$ cat config.mk
export PLATFORM = sky130hd
export DESIGN_NAME = qmac_seq_flat
export DESIGN_NICKNAME = d
export VERILOG_FILES = /design/src/rtl/qmac_seq_if.sv /design/src/rtl/qmac_seq.sv /design/src/flat_wrapper.sv
export SDC_FILE = /design/constraint.sdc
export NUM_CORES = 1
export LEC_CHECK = 0
export CAP_MARGIN = 20
export CORE_MARGIN = 4
export CORE_UTILIZATION = 29
export DETAILED_ROUTE_END_ITERATION = 6
export GPL_ROUTABILITY_DRIVEN = 0
export PLACE_DENSITY = 0.61
export SLEW_MARGIN = 5
export SYNTH_ARGS = -nofsm -noshare
export SYNTH_HDL_FRONTEND = slang
export SYNTH_SLANG_ARGS = --single-unit
$ cat constraint.sdc
create_clock -name clk -period 2 [get_ports clk]
set_input_delay 0.4 -clock clk [delete_from_list [all_inputs] [get_ports clk]]
set_output_delay 0.4 -clock clk [all_outputs]
set_load 0.02 [all_outputs]
$ cat src/rtl/qmac_seq_if.sv
`default_nettype none
// ============================================================================
// Module      : qmac_seq_if
// Description : Signal bundle around the qmac sequencer. It carries the
//               operand-pair input stream, the registered operand/clear
//               drive into the downstream qmac accumulator, the accumulator
//               read-back, and the requantized result stream.
// Revision    : 1.0 - initial release
// ----------------------------------------------------------------------------
// Parameters:
//   N  : operand / result word width (signed two's complement)
//   CW : width of the beat counter reported with each result
// Signals (direction as seen by the sequencer, modport slave):
//   in_valid     in   operand pair offered
//   in_ready     out  sequencer accepts the pair this cycle
//   in_x, in_w   in   activation / weight, Q-format
//   in_last      in   final beat of the vector
//   mac_a, mac_b out  registered operands into the qmac
//   mac_clr      out  registered clear, wired to the qmac reset
//   mac_result   in   qmac accumulator (2N bits, 2Q fractional bits)
//   mac_overflow in   qmac adder overflow for the current addition
//   out_valid    out  result available
//   out_ready    in   result consumer accepts
//   out_data     out  requantized, clamped dot product
//   out_sat      out  result was clamped
//   out_ovf      out  an accumulator overflow occurred in this vector
//   out_trunc    out  vector was cut at the maximum length
//   out_cnt      out  beats accumulated in this vector
// The master modport is the mirror image, for the environment side.
// ============================================================================
interface qmac_seq_if #(
    parameter int N  = 8,
    parameter int CW = 5
);
    logic                in_valid;
    logic                in_ready;
    logic [N-1:0]        in_x;
    logic [N-1:0]        in_w;
    logic                in_last;

    logic [N-1:0]        mac_a;
    logic [N-1:0]        mac_b;
    logic                mac_clr;
    logic [2*N-1:0]      mac_result;
    logic                mac_overflow;

    logic                out_valid;
    logic                out_ready;
    logic [N-1:0]        out_data;
    logic                out_sat;
    logic                out_ovf;
    logic                out_trunc;
    logic [CW-1:0]       out_cnt;

    modport slave (
        input  in_valid, in_x, in_w, in_last,
        input  mac_result, mac_overflow,
        input  out_ready,
        output in_ready,
        output mac_a, mac_b, mac_clr,
        output out_valid, out_data, out_sat, out_ovf, out_trunc, out_cnt
    );

    modport master (
        output in_valid, in_x, in_w, in_last,
        output mac_result, mac_overflow,
        output out_ready,
        input  in_ready,
        input  mac_a, mac_b, mac_clr,
        input  out_valid, out_data, out_sat, out_ovf, out_trunc, out_cnt
    );
endinterface
`default_nettype wire

$ cat src/rtl/qmac_seq.sv
`default_nettype none
// ============================================================================
// Module      : qmac_seq
// Description : Sequencer for an external multiply-accumulate unit (qmac).
//               Accepts a vector of Q-format operand pairs, streams them into
//               the qmac one pair per accepted beat (zeros on idle cycles),
//               then requantizes the 2N-bit accumulator back to N bits with
//               round-half-up and saturation, and presents the result with
//               status flags on a valid/ready output.
// Revision    : 1.0 - initial release
// ----------------------------------------------------------------------------
// Parameters:
//   N   : operand / output width, signed
//   Q   : fractional bits per operand (accumulator carries 2Q), Q >= 1
//   LEN : maximum beats per vector; longer streams are cut and the rest
//         starts the next vector
// Ports:
//   clk   : clock, all state updates on the rising edge
//   reset : synchronous, active-high; aborts any vector in flight
//   bus   : qmac_seq_if slave modport (input stream, qmac drive/read-back,
//           result stream)
// ============================================================================
module qmac_seq #(
    parameter int N   = 8,
    parameter int Q   = 5,
    parameter int LEN = 16
) (
    input  wire         clk,
    input  wire         reset,
    qmac_seq_if.slave   bus
);

    localparam int CW = $clog2(LEN + 1);
    // Requantization is done one bit wider than the accumulator so the
    // rounding increment can never wrap.
    localparam int W  = 2 * N + 1;

    localparam logic [CW-1:0]       c_CNT_LAST = CW'(LEN - 1);
    localparam logic signed [W-1:0] c_RND      = W'(1) << (Q - 1);
    localparam logic signed [W-1:0] c_MAX      = (W'(1) << (N - 1)) - W'(1);
    localparam logic signed [W-1:0] c_MIN      = ~c_MAX;

    typedef enum logic [2:0] {
        S_IDLE = 3'd0,
        S_CLR  = 3'd1,
        S_RUN  = 3'd2,
        S_WAIT = 3'd3,
        S_CAPT = 3'd4,
        S_OUT  = 3'd5
    } state_t;

    state_t             state_q, state_d;
    logic               mac_clr_q, mac_clr_d;
    logic [N-1:0]       mac_a_q, mac_a_d;
    logic [N-1:0]       mac_b_q, mac_b_d;
    logic [CW-1:0]      cnt_q, cnt_d;
    logic               ovf_q, ovf_d;
    logic               trunc_q, trunc_d;
    logic [N-1:0]       out_data_q, out_data_d;
    logic               out_sat_q, out_sat_d;
    logic               out_ovf_q, out_ovf_d;
    logic               out_trunc_q, out_trunc_d;
    logic [CW-1:0]      out_cnt_q, out_cnt_d;

    // ------------------------------------------------------------------
    // Requantization of the accumulator: round half up, then clamp.
    // A wrapped accumulator is used as-is; out_ovf tells the consumer.
    // ------------------------------------------------------------------
    logic signed [W-1:0] w_ext;
    logic signed [W-1:0] w_rnd;
    logic signed [W-1:0] w_shr;
    logic                w_hi;
    logic                w_lo;
    logic [N-1:0]        w_qout;

    always_comb begin
        w_ext = {bus.mac_result[2*N-1], bus.mac_result};
        w_rnd = w_ext + c_RND;
        w_shr = w_rnd >>> Q;
        w_hi  = (w_shr > c_MAX);
        w_lo  = (w_shr < c_MIN);
        if (w_hi) begin
            w_qout = c_MAX[N-1:0];
        end else if (w_lo) begin
            w_qout = c_MIN[N-1:0];
        end else begin
            w_qout = w_shr[N-1:0];
        end
    end

    // ------------------------------------------------------------------
    // Next-state and datapath control
    // ------------------------------------------------------------------
    always_comb begin
        state_d     = state_q;
        // Operands default to zero so any cycle without an accepted beat
        // adds nothing to the qmac accumulator.
        mac_a_d     = '0;
        mac_b_d     = '0;
        mac_clr_d   = 1'b0;
        cnt_d       = cnt_q;
        ovf_d       = ovf_q;
        trunc_d     = trunc_q;
        out_data_d  = out_data_q;
        out_sat_d   = out_sat_q;
        out_ovf_d   = out_ovf_q;
        out_trunc_d = out_trunc_q;
        out_cnt_d   = out_cnt_q;

        case (state_q)
            S_IDLE: begin
                if (bus.in_valid) begin
                    mac_clr_d = 1'b1;
                    state_d   = S_CLR;
                end
            end

            // mac_clr is high for this whole cycle, so the qmac clears on
            // the edge that leaves CLR.
            S_CLR: begin
                cnt_d   = '0;
                ovf_d   = 1'b0;
                trunc_d = 1'b0;
                state_d = S_RUN;
            end

            S_RUN: begin
                ovf_d = ovf_q | bus.mac_overflow;
                if (bus.in_valid) begin
                    mac_a_d = bus.in_x;
                    mac_b_d = bus.in_w;
                    cnt_d   = cnt_q + CW'(1);
                    if (bus.in_last) begin
                        state_d = S_WAIT;
                    end else if (cnt_q == c_CNT_LAST) begin
                        // Length cap reached without in_last: the stream
                        // continues into a fresh vector.
                        trunc_d = 1'b1;
                        state_d = S_WAIT;
                    end
                end
            end

            // Final pair is on mac_a/mac_b during this cycle; its addition
            // (and possible overflow) lands on the edge leaving WAIT.
            S_WAIT: begin
                ovf_d   = ovf_q | bus.mac_overflow;
                state_d = S_CAPT;
            end

            S_CAPT: begin
                out_data_d  = w_qout;
                out_sat_d   = w_hi | w_lo;
                out_ovf_d   = ovf_q;
                out_trunc_d = trunc_q;
                out_cnt_d   = cnt_q;
                state_d     = S_OUT;
            end

            S_OUT: begin
                if (bus.out_ready) begin
                    state_d = S_IDLE;
                end
            end

            default: begin
                state_d = S_IDLE;
            end
        endcase
    end

    // ------------------------------------------------------------------
    // State registers
    // ------------------------------------------------------------------
    always_ff @(posedge clk) begin
        if (reset) begin
            state_q     <= S_IDLE;
            mac_clr_q   <= 1'b1;
            mac_a_q     <= '0;
            mac_b_q     <= '0;
            cnt_q       <= '0;
            ovf_q       <= 1'b0;
            trunc_q     <= 1'b0;
            out_data_q  <= '0;
            out_sat_q   <= 1'b0;
            out_ovf_q   <= 1'b0;
            out_trunc_q <= 1'b0;
            out_cnt_q   <= '0;
        end else begin
            state_q     <= state_d;
            mac_clr_q   <= mac_clr_d;
            mac_a_q     <= mac_a_d;
            mac_b_q     <= mac_b_d;
            cnt_q       <= cnt_d;
            ovf_q       <= ovf_d;
            trunc_q     <= trunc_d;
            out_data_q  <= out_data_d;
            out_sat_q   <= out_sat_d;
            out_ovf_q   <= out_ovf_d;
            out_trunc_q <= out_trunc_d;
            out_cnt_q   <= out_cnt_d;
        end
    end

    // ------------------------------------------------------------------
    // Outputs
    // ------------------------------------------------------------------
    assign bus.in_ready  = (state_q == S_RUN);
    assign bus.out_valid = (state_q == S_OUT);
    assign bus.mac_a     = mac_a_q;
    assign bus.mac_b     = mac_b_q;
    assign bus.mac_clr   = mac_clr_q;
    assign bus.out_data  = out_data_q;
    assign bus.out_sat   = out_sat_q;
    assign bus.out_ovf   = out_ovf_q;
    assign bus.out_trunc = out_trunc_q;
    assign bus.out_cnt   = out_cnt_q;

endmodule
`default_nettype wire

$ cat src/flat_wrapper.sv
// flat-port wrapper written by rule: the top's interface ports become plain ports
module qmac_seq_flat 
#(
    parameter int N   = 8,
    parameter int Q   = 5,
    parameter int LEN = 16
)
  (clk, reset, bus_in_valid, bus_in_x, bus_in_w, bus_in_last, bus_mac_result, bus_mac_overflow, bus_out_ready, bus_in_ready, bus_mac_a, bus_mac_b, bus_mac_clr, bus_out_valid, bus_out_data, bus_out_sat, bus_out_ovf, bus_out_trunc, bus_out_cnt);
  qmac_seq_if #(.N(N), .CW(($clog2((16) + 1)))) bus_i ();
  input  wire clk;
  input  wire reset;
  input wire logic [$bits(bus_i.in_valid)-1:0] bus_in_valid;
  input wire logic [$bits(bus_i.in_x)-1:0] bus_in_x;
  input wire logic [$bits(bus_i.in_w)-1:0] bus_in_w;
  input wire logic [$bits(bus_i.in_last)-1:0] bus_in_last;
  input wire logic [$bits(bus_i.mac_result)-1:0] bus_mac_result;
  input wire logic [$bits(bus_i.mac_overflow)-1:0] bus_mac_overflow;
  input wire logic [$bits(bus_i.out_ready)-1:0] bus_out_ready;
  output wire logic [$bits(bus_i.in_ready)-1:0] bus_in_ready;
  output wire logic [$bits(bus_i.mac_a)-1:0] bus_mac_a;
  output wire logic [$bits(bus_i.mac_b)-1:0] bus_mac_b;
  output wire logic [$bits(bus_i.mac_clr)-1:0] bus_mac_clr;
  output wire logic [$bits(bus_i.out_valid)-1:0] bus_out_valid;
  output wire logic [$bits(bus_i.out_data)-1:0] bus_out_data;
  output wire logic [$bits(bus_i.out_sat)-1:0] bus_out_sat;
  output wire logic [$bits(bus_i.out_ovf)-1:0] bus_out_ovf;
  output wire logic [$bits(bus_i.out_trunc)-1:0] bus_out_trunc;
  output wire logic [$bits(bus_i.out_cnt)-1:0] bus_out_cnt;
  assign bus_i.in_valid = bus_in_valid;
  assign bus_i.in_x = bus_in_x;
  assign bus_i.in_w = bus_in_w;
  assign bus_i.in_last = bus_in_last;
  assign bus_i.mac_result = bus_mac_result;
  assign bus_i.mac_overflow = bus_mac_overflow;
  assign bus_i.out_ready = bus_out_ready;
  assign bus_in_ready = bus_i.in_ready;
  assign bus_mac_a = bus_i.mac_a;
  assign bus_mac_b = bus_i.mac_b;
  assign bus_mac_clr = bus_i.mac_clr;
  assign bus_out_valid = bus_i.out_valid;
  assign bus_out_data = bus_i.out_data;
  assign bus_out_sat = bus_i.out_sat;
  assign bus_out_ovf = bus_i.out_ovf;
  assign bus_out_trunc = bus_i.out_trunc;
  assign bus_out_cnt = bus_i.out_cnt;
  qmac_seq #(.N(N), .Q(Q), .LEN(LEN)) u_core (.clk(clk), .reset(reset), .bus(bus_i));
endmodule
### Word-level counts from Yosys, hierarchy flattened

Cells that the tools add are included.

| operators by class | value |
|---|---|
| add/sub/neg operators | 2 |
| multiply operators | 0 |
| divide/modulo/power cells | 0 |
| order comparisons | 2 |
| equality and inequality tests | 12 |
| shift-type cells | 0 |
| muxes and demuxes | 17 |
| bitwise operators | 4 |
| reductions and logical operators | 8 |

Operator list:

| cell | number |
|---|---|
| 3-bit case mux with 6 select lines | 1 |
| 16-bit by 6-bit adder with 17-bit output (second input constant) | 1 |
| 8-bit two-way mux | 2 |
| 3-bit two-way mux | 5 |
| 12-bit by 8-bit > comparator with 1-bit output (second input constant) | 1 |
| 12-bit by 8-bit less-than comparator with 1-bit output (second input constant) | 1 |
| 5-bit case mux with 2 select lines | 1 |
| 2-bit != test (second input constant) | 4 |
| 4-bit AND reduction | 2 |
| 3-bit by 2-bit == test with 1-bit output (second input constant) | 2 |
| 3-bit == test (second input constant) | 2 |
| 5-bit by 1-bit adder with 5-bit output (second input constant) | 1 |
| 5-bit by 4-bit == test with 1-bit output (second input constant) | 1 |
| 1-bit two-way mux | 5 |
| 5-bit two-way mux | 1 |
| 1-bit case mux with 2 select lines | 2 |
| 2-bit nonzero test | 2 |
| 3-bit by 1-bit == test with 1-bit output (second input constant) | 1 |
| 3-bit logical NOT | 1 |
| 3-bit by 2-bit != test with 1-bit output (second input constant) | 1 |
| 3-bit OR reduction | 1 |
| 2-bit by 1-bit != test with 1-bit output (second input constant) | 1 |
| 1-bit inverter | 2 |
| 1-bit bitwise OR | 2 |
| other kinds (2) | 2 |

| storage, ports and cells | value |
|---|---|
| bits in registers | 43 |
| latch bits | 0 |
| bits in writable memories | 0 |
| ROM bits | 0 |
| input port bits | 38 |
| output and inout bits | 35 |
| memories kept | 0 |

### Longest topological paths before layout

| depth | value |
|---|---|
| word-level depth | 5 |
| gate-level depth with buffers | 7 |
| gate-level depth less buffers | 7 |

### Worst setup path after synthesis

OpenSTA, ideal clock, no wires.

| timing path | value |
|---|---|
| kind | input port to flip-flop |
| from | in bus_mac_result[4] |
| to | reg u_core.out_data_q[3] (netlist: u_core.bus.out_data[3]) |
| library setup time | 0.079 ns |
| data arrival time | 1.568 ns |
| required time | 1.921 ns |
| slack | 0.353 ns |
| stages on the path | 6 |
| path through | ha_1 > and2_2 > nand3_4 > or2_4 > o221a_4 > a211oi_2 |

| on the way | value |
|---|---|
| cells in the longest elaborated chain, start to end | 4 |

RTL lines:

| what | RTL line | text |
|---|---|---|
| from (decl) | flat_wrapper.sv:16 | `input wire logic [$bits(bus_i.mac_result)-1:0] bus_mac_result;` |
| 16-bit by 6-bit adder with 17-bit output (*) | qmac_seq.sv:78 | `w_rnd = w_ext + c_RND;` |
| 12-bit by 8-bit less-than comparator with 1-bit output | qmac_seq.sv:81 | `w_lo = (w_shr < c_MIN);` |
| 8-bit two-way mux | qmac_seq.sv:84 | `end else if (w_lo) begin` |
| 8-bit two-way mux (*) | qmac_seq.sv:82 | `if (w_hi) begin` |
| to (signal assigned) | qmac_seq.sv:197 | `out_data_q <= out_data_d;` |
| to (decl) | qmac_seq.sv:59 | `logic [N-1:0] out_data_q, out_data_d;` |

Mark *: on every way between the ends. The rest lies on a longest branch, timed or not.
A chain may end at the register's enable or synchronous reset.

### Final worst setup path

| timing path | value |
|---|---|
| from | in bus_mac_result[4] |
| to | reg u_core.out_data_q[5] (netlist: u_core.bus.out_data[5]) |

Same word-level chain as after synthesis.

==> impl_metrics.csv <==
group,metric,value,unit
logic_synthesis,yosysWarnings,0,
setup_path,crit_buf_inv,2,
setup_path,required,2.18,ns
grt,antenna_found_initial,0,
logic_synthesis,netlist_top_cells_count,"dfxtp_1, nor2_1, nand2_1, and2_1, a21oi_1",
clocking,path_clk_slew,0.08,ns
grt,grt_pass1_vias,1686,
clocking,cts_buffer_depth,2,
setup_path,r2r_end,"u_core.trunc_q",
sta,rsz0062_at_grt,"no",
route,drc_errors,0,
pwr,p_int,1.53,mW
pwr,seqPwrFrac,45.5,%
setup_path,rr_worst_depth,7,
setup_path,max_stage_delay,0.48,ns
route,wirelength,4.66,mm
setup_path,cp-end-kind,"flop",
cells_and_area,final_nets,326,
sta,skew,0.00918,ns
logic_synthesis,synth_cell_types,42,
setup_path,worstPathCellList,"clkdlybuf4s50_1 > buf_4 > and3_2 > o41ai_1 > o221a_4 > a211oi_2",
pwr,comb_power_share,14.5,%
cells_and_area,finalCoreUtilization,47.1,%
pwr,clock_power_share,40.1,%
logic_synthesis,synthArstFlopShare,0,%
logic_synthesis,synth_edf_count,0,
flow_run,drv_cap,0,
cells_and_area,multiInputGateArea,920,µm²
sta,finalCriticalPeriod,1.94,ns
floorplan,boundaryPins,73,
pwr,p_leak,1.06,nW
route,ant_nets,0,
clocking,htree_levels,2,
run_status,run_status,"completed",
route,wl_per_cell,12.9,µm
setup_path,start_kind,"input port",
logic_synthesis,yosys.area.top_type,"dfxtp_1",
pwr,switchingPower,0.422,mW
clocking,cts_root_buf,"clkbuf_8",
route,drtIter0Drc,52,
pwr,p_per_area,684,nW/µm²
sta,report.final.slew_viol_count,0,
sta,period_share,97.2,%
setup_path,path_class,"in -> reg",
setup_path,crit_start,"bus_mac_result[4]",
floorplan,rows,28,
cells_and_area,antenna_cells,0,
route,vias,1669,
cells_and_area,drive_gt1_share,17.1,%
logic_synthesis,yosysTopAreaCellShare,46.6,%
logic_synthesis,avgSynthCellArea,9.33,µm²
setup_path,timing.rr.start,"u_core.cnt_q[0]",
logic_synthesis,ys_seq_area_share,46.6,%
grt,track_usage,12.5,%
logic_synthesis,synth.area.top_cells,"dfxtp_1, and2_1, a211oi_2",
setup_path,path_delay_family,"compound AO/OA/AOI/OAI gates",
route,dr.pass1.iters,4,
hold_path,hold_path_class,"reg -> reg",
floorplan,dieArea,7710,µm²
grt,grt_first_pass_wirelength,7.73,mm
clocking,numCtsBuffers,5,
setup_path,crit_slowest_cell,"clkdlybuf4s50_1",
setup_path,crit_fanout,8,
grt,grt_max_degree,17,
setup_path,crit_path_end,"u_core.bus.out_data[5]",
logic_synthesis,syn_nets,239,
setup_path,arrival,2.12,ns
clocking,clock_latency,0.29,ns
setup_path,rrSetupSlack,0.33,ns
grt,grt_overflow,0,
floorplan,core-area,6060,µm²
sta,hold_viol,0,
floorplan,die_h,87.8,µm
logic_synthesis,syn_area,1850,µm²
sta,finalSetupViolCount,0,
logic_synthesis,synth_seq_cells,43,
pwr,totalPowerFinal,1.95,mW
placed_design,portBuffers,68,
cells_and_area,syn2layout_area_growth,54.6,%
sta,tightest_slew,0.475,ns
logic_synthesis,syn_inst,198,
route,via_per_inst,4.62,
clocking,tritoncts,"yes",
sta,max_freq,0.515,GHz
cells_and_area,register_area,861,µm²
pwr,irDropWorstVdd,0.000394,V
floorplan,die_w,87.8,µm
pwr,swShare,21.6,%
sta,relSlewSlack,68.0,%
setup_path,cp.depth,6,
cells_and_area,nFillCells,608,
clocking,cts_num_sinks,43,
floorplan,initial_utilization,30.5,%
logic_synthesis,synth_most_common_cell,"dfxtp_1",
placed_design,dp_hpwl,3.56,mm
logic_synthesis,synthFlopType,"dfxtp_1",
==> per-stage QoR <==
stage          hold WS, ns  cell area [µm²]  setup WS [ns]  TNS [ns]  cells
2_1_floorplan        0.431             1850          0.353         0    198
3_3_place_gp         0.441             2710         -0.253     -1.92    353
3_5_place_dp         0.444             2710         -0.302     -2.26    353
4_1_cts              0.461             2840        0.00425         0    361
5_1_grt              0.478             2860        0.00945         0    361
6_report             0.456             2860         0.0564         0    361
==> power groups by stage <==
stage	Sequential, mW	Combinational (mW)	Clock [mW]
3_3_place_gp	0.909	0.279	0
5_1_grt	0.892	0.307	0.846
3_5_place_dp	0.909	0.282	0
4_1_cts	0.888	0.282	0.812
2_1_floorplan	0.920	0.117	0
6_report	0.888	0.282	0.782
==> cell families (layout without fill, tap and decap cells) <==
| logic type | Yosys count | after routing | synth area share [%] |
|---|---|---|---|
| muxes | 2 | 2 | 1.15 |
| and+or+nand+nor | 89 | 89 | 25.7 |
| AOI/OAI and AO/OA | 40 | 40 | 16.2 |
| buffers and inverters | 13 | 101 | 4.54 |
| adders and majority gates | 3 | 3 | 2.03 |
| xor gates and xnor gates | 8 | 8 | 3.79 |
| DFF | 43 | 43 | 46.6 |
==> sequential cells by signal, indices dropped and copies added, names as in the netlist <==
name / cells
u_core.bus.mac_a: 8
u_core.bus.mac_b: 8
u_core.bus.out_data: 8
u_core.bus.out_cnt: 5
u_core.cnt_q: 5
u_core.state_q: 3
u_core.bus.mac_clr: 1
u_core.bus.out_ovf: 1
u_core.bus.out_sat: 1
u_core.bus.out_trunc: 1
u_core.ovf_q: 1
u_core.trunc_q: 1
==> placed cells by master, fill, tap and decap left out, types with 4 or more instances in the layout <==
cell,n
clkbuf_8,5
a21oi_1,14
dfxtp_1,43
and2_1,17
buf_4,20
nor2_1,24
nand4_1,4
clkdlybuf4s50_1,65
a211oi_2,8
o21ai_0,8
inv_1,5
xnor2_1,6
nand3_1,6
nand2_1,19
==> final cells by class <==
cell class              count  share of cell area (%)
flip-flops and latches     43                    30.1
well taps                  75                    3.29
multi-input cells         142                    32.2
repair buffers             88                    29.1
inverters                   5                   0.657
clock buffers               6                    2.54
clock inverters             2                    2.10
==> routing by layer <==
| metal | track usage (%) | share of wire, % | wire length [µm] | vias to the layer above |
|---|---|---|---|---|
| met5 | 0 | 0 | 0 | - |
| met1 | 15.8 | 44 | 2060 | 766 |
| met3 | 5.55 | 10 | 481 | 2 |
| met2 | 19.7 | 45 | 2100 | 51 |
| li1 | - | - | - | 850 |
| met4 | 2.51 | 0.39 | 18 | 0 |
==> worst reg2reg max path, delay by kind of cell (launching register included) <==
family          cells  cell delay (ns)
fa+ha+maj           2             0.39
compound gates      1             0.43
flops               1             0.39
simple gates        4             0.41
==> timing repair <==
item | in CTS | in global routing
resized for setup | 2 | 4
hold endpoints to repair | 0 | 0
pin swaps | 0 | 1
setup endpoints to repair | 2 | 8
buffers inserted | 0 | 0
hold buffers | 0 | 0
==> how the worst min path moves through the flow <==
stage                                 startpoint                endpoint  slack (ns)  cells past startpoint
after floorplan                     u_core.ovf_q      u_core.bus.out_ovf        0.43                      2
after global placement    u_core.bus.out_data[7]  u_core.bus.out_data[7]        0.44                      2
after detailed placement         u_core.cnt_q[4]   u_core.bus.out_cnt[4]        0.44                      2
after CTS                 u_core.bus.out_data[7]  u_core.bus.out_data[7]        0.46                      2
after global routing              u_core.trunc_q    u_core.bus.out_trunc        0.48                      2
final                     u_core.bus.out_data[7]  u_core.bus.out_data[7]        0.46                      2
Note: power is estimated with default switching activity, not from simulation.
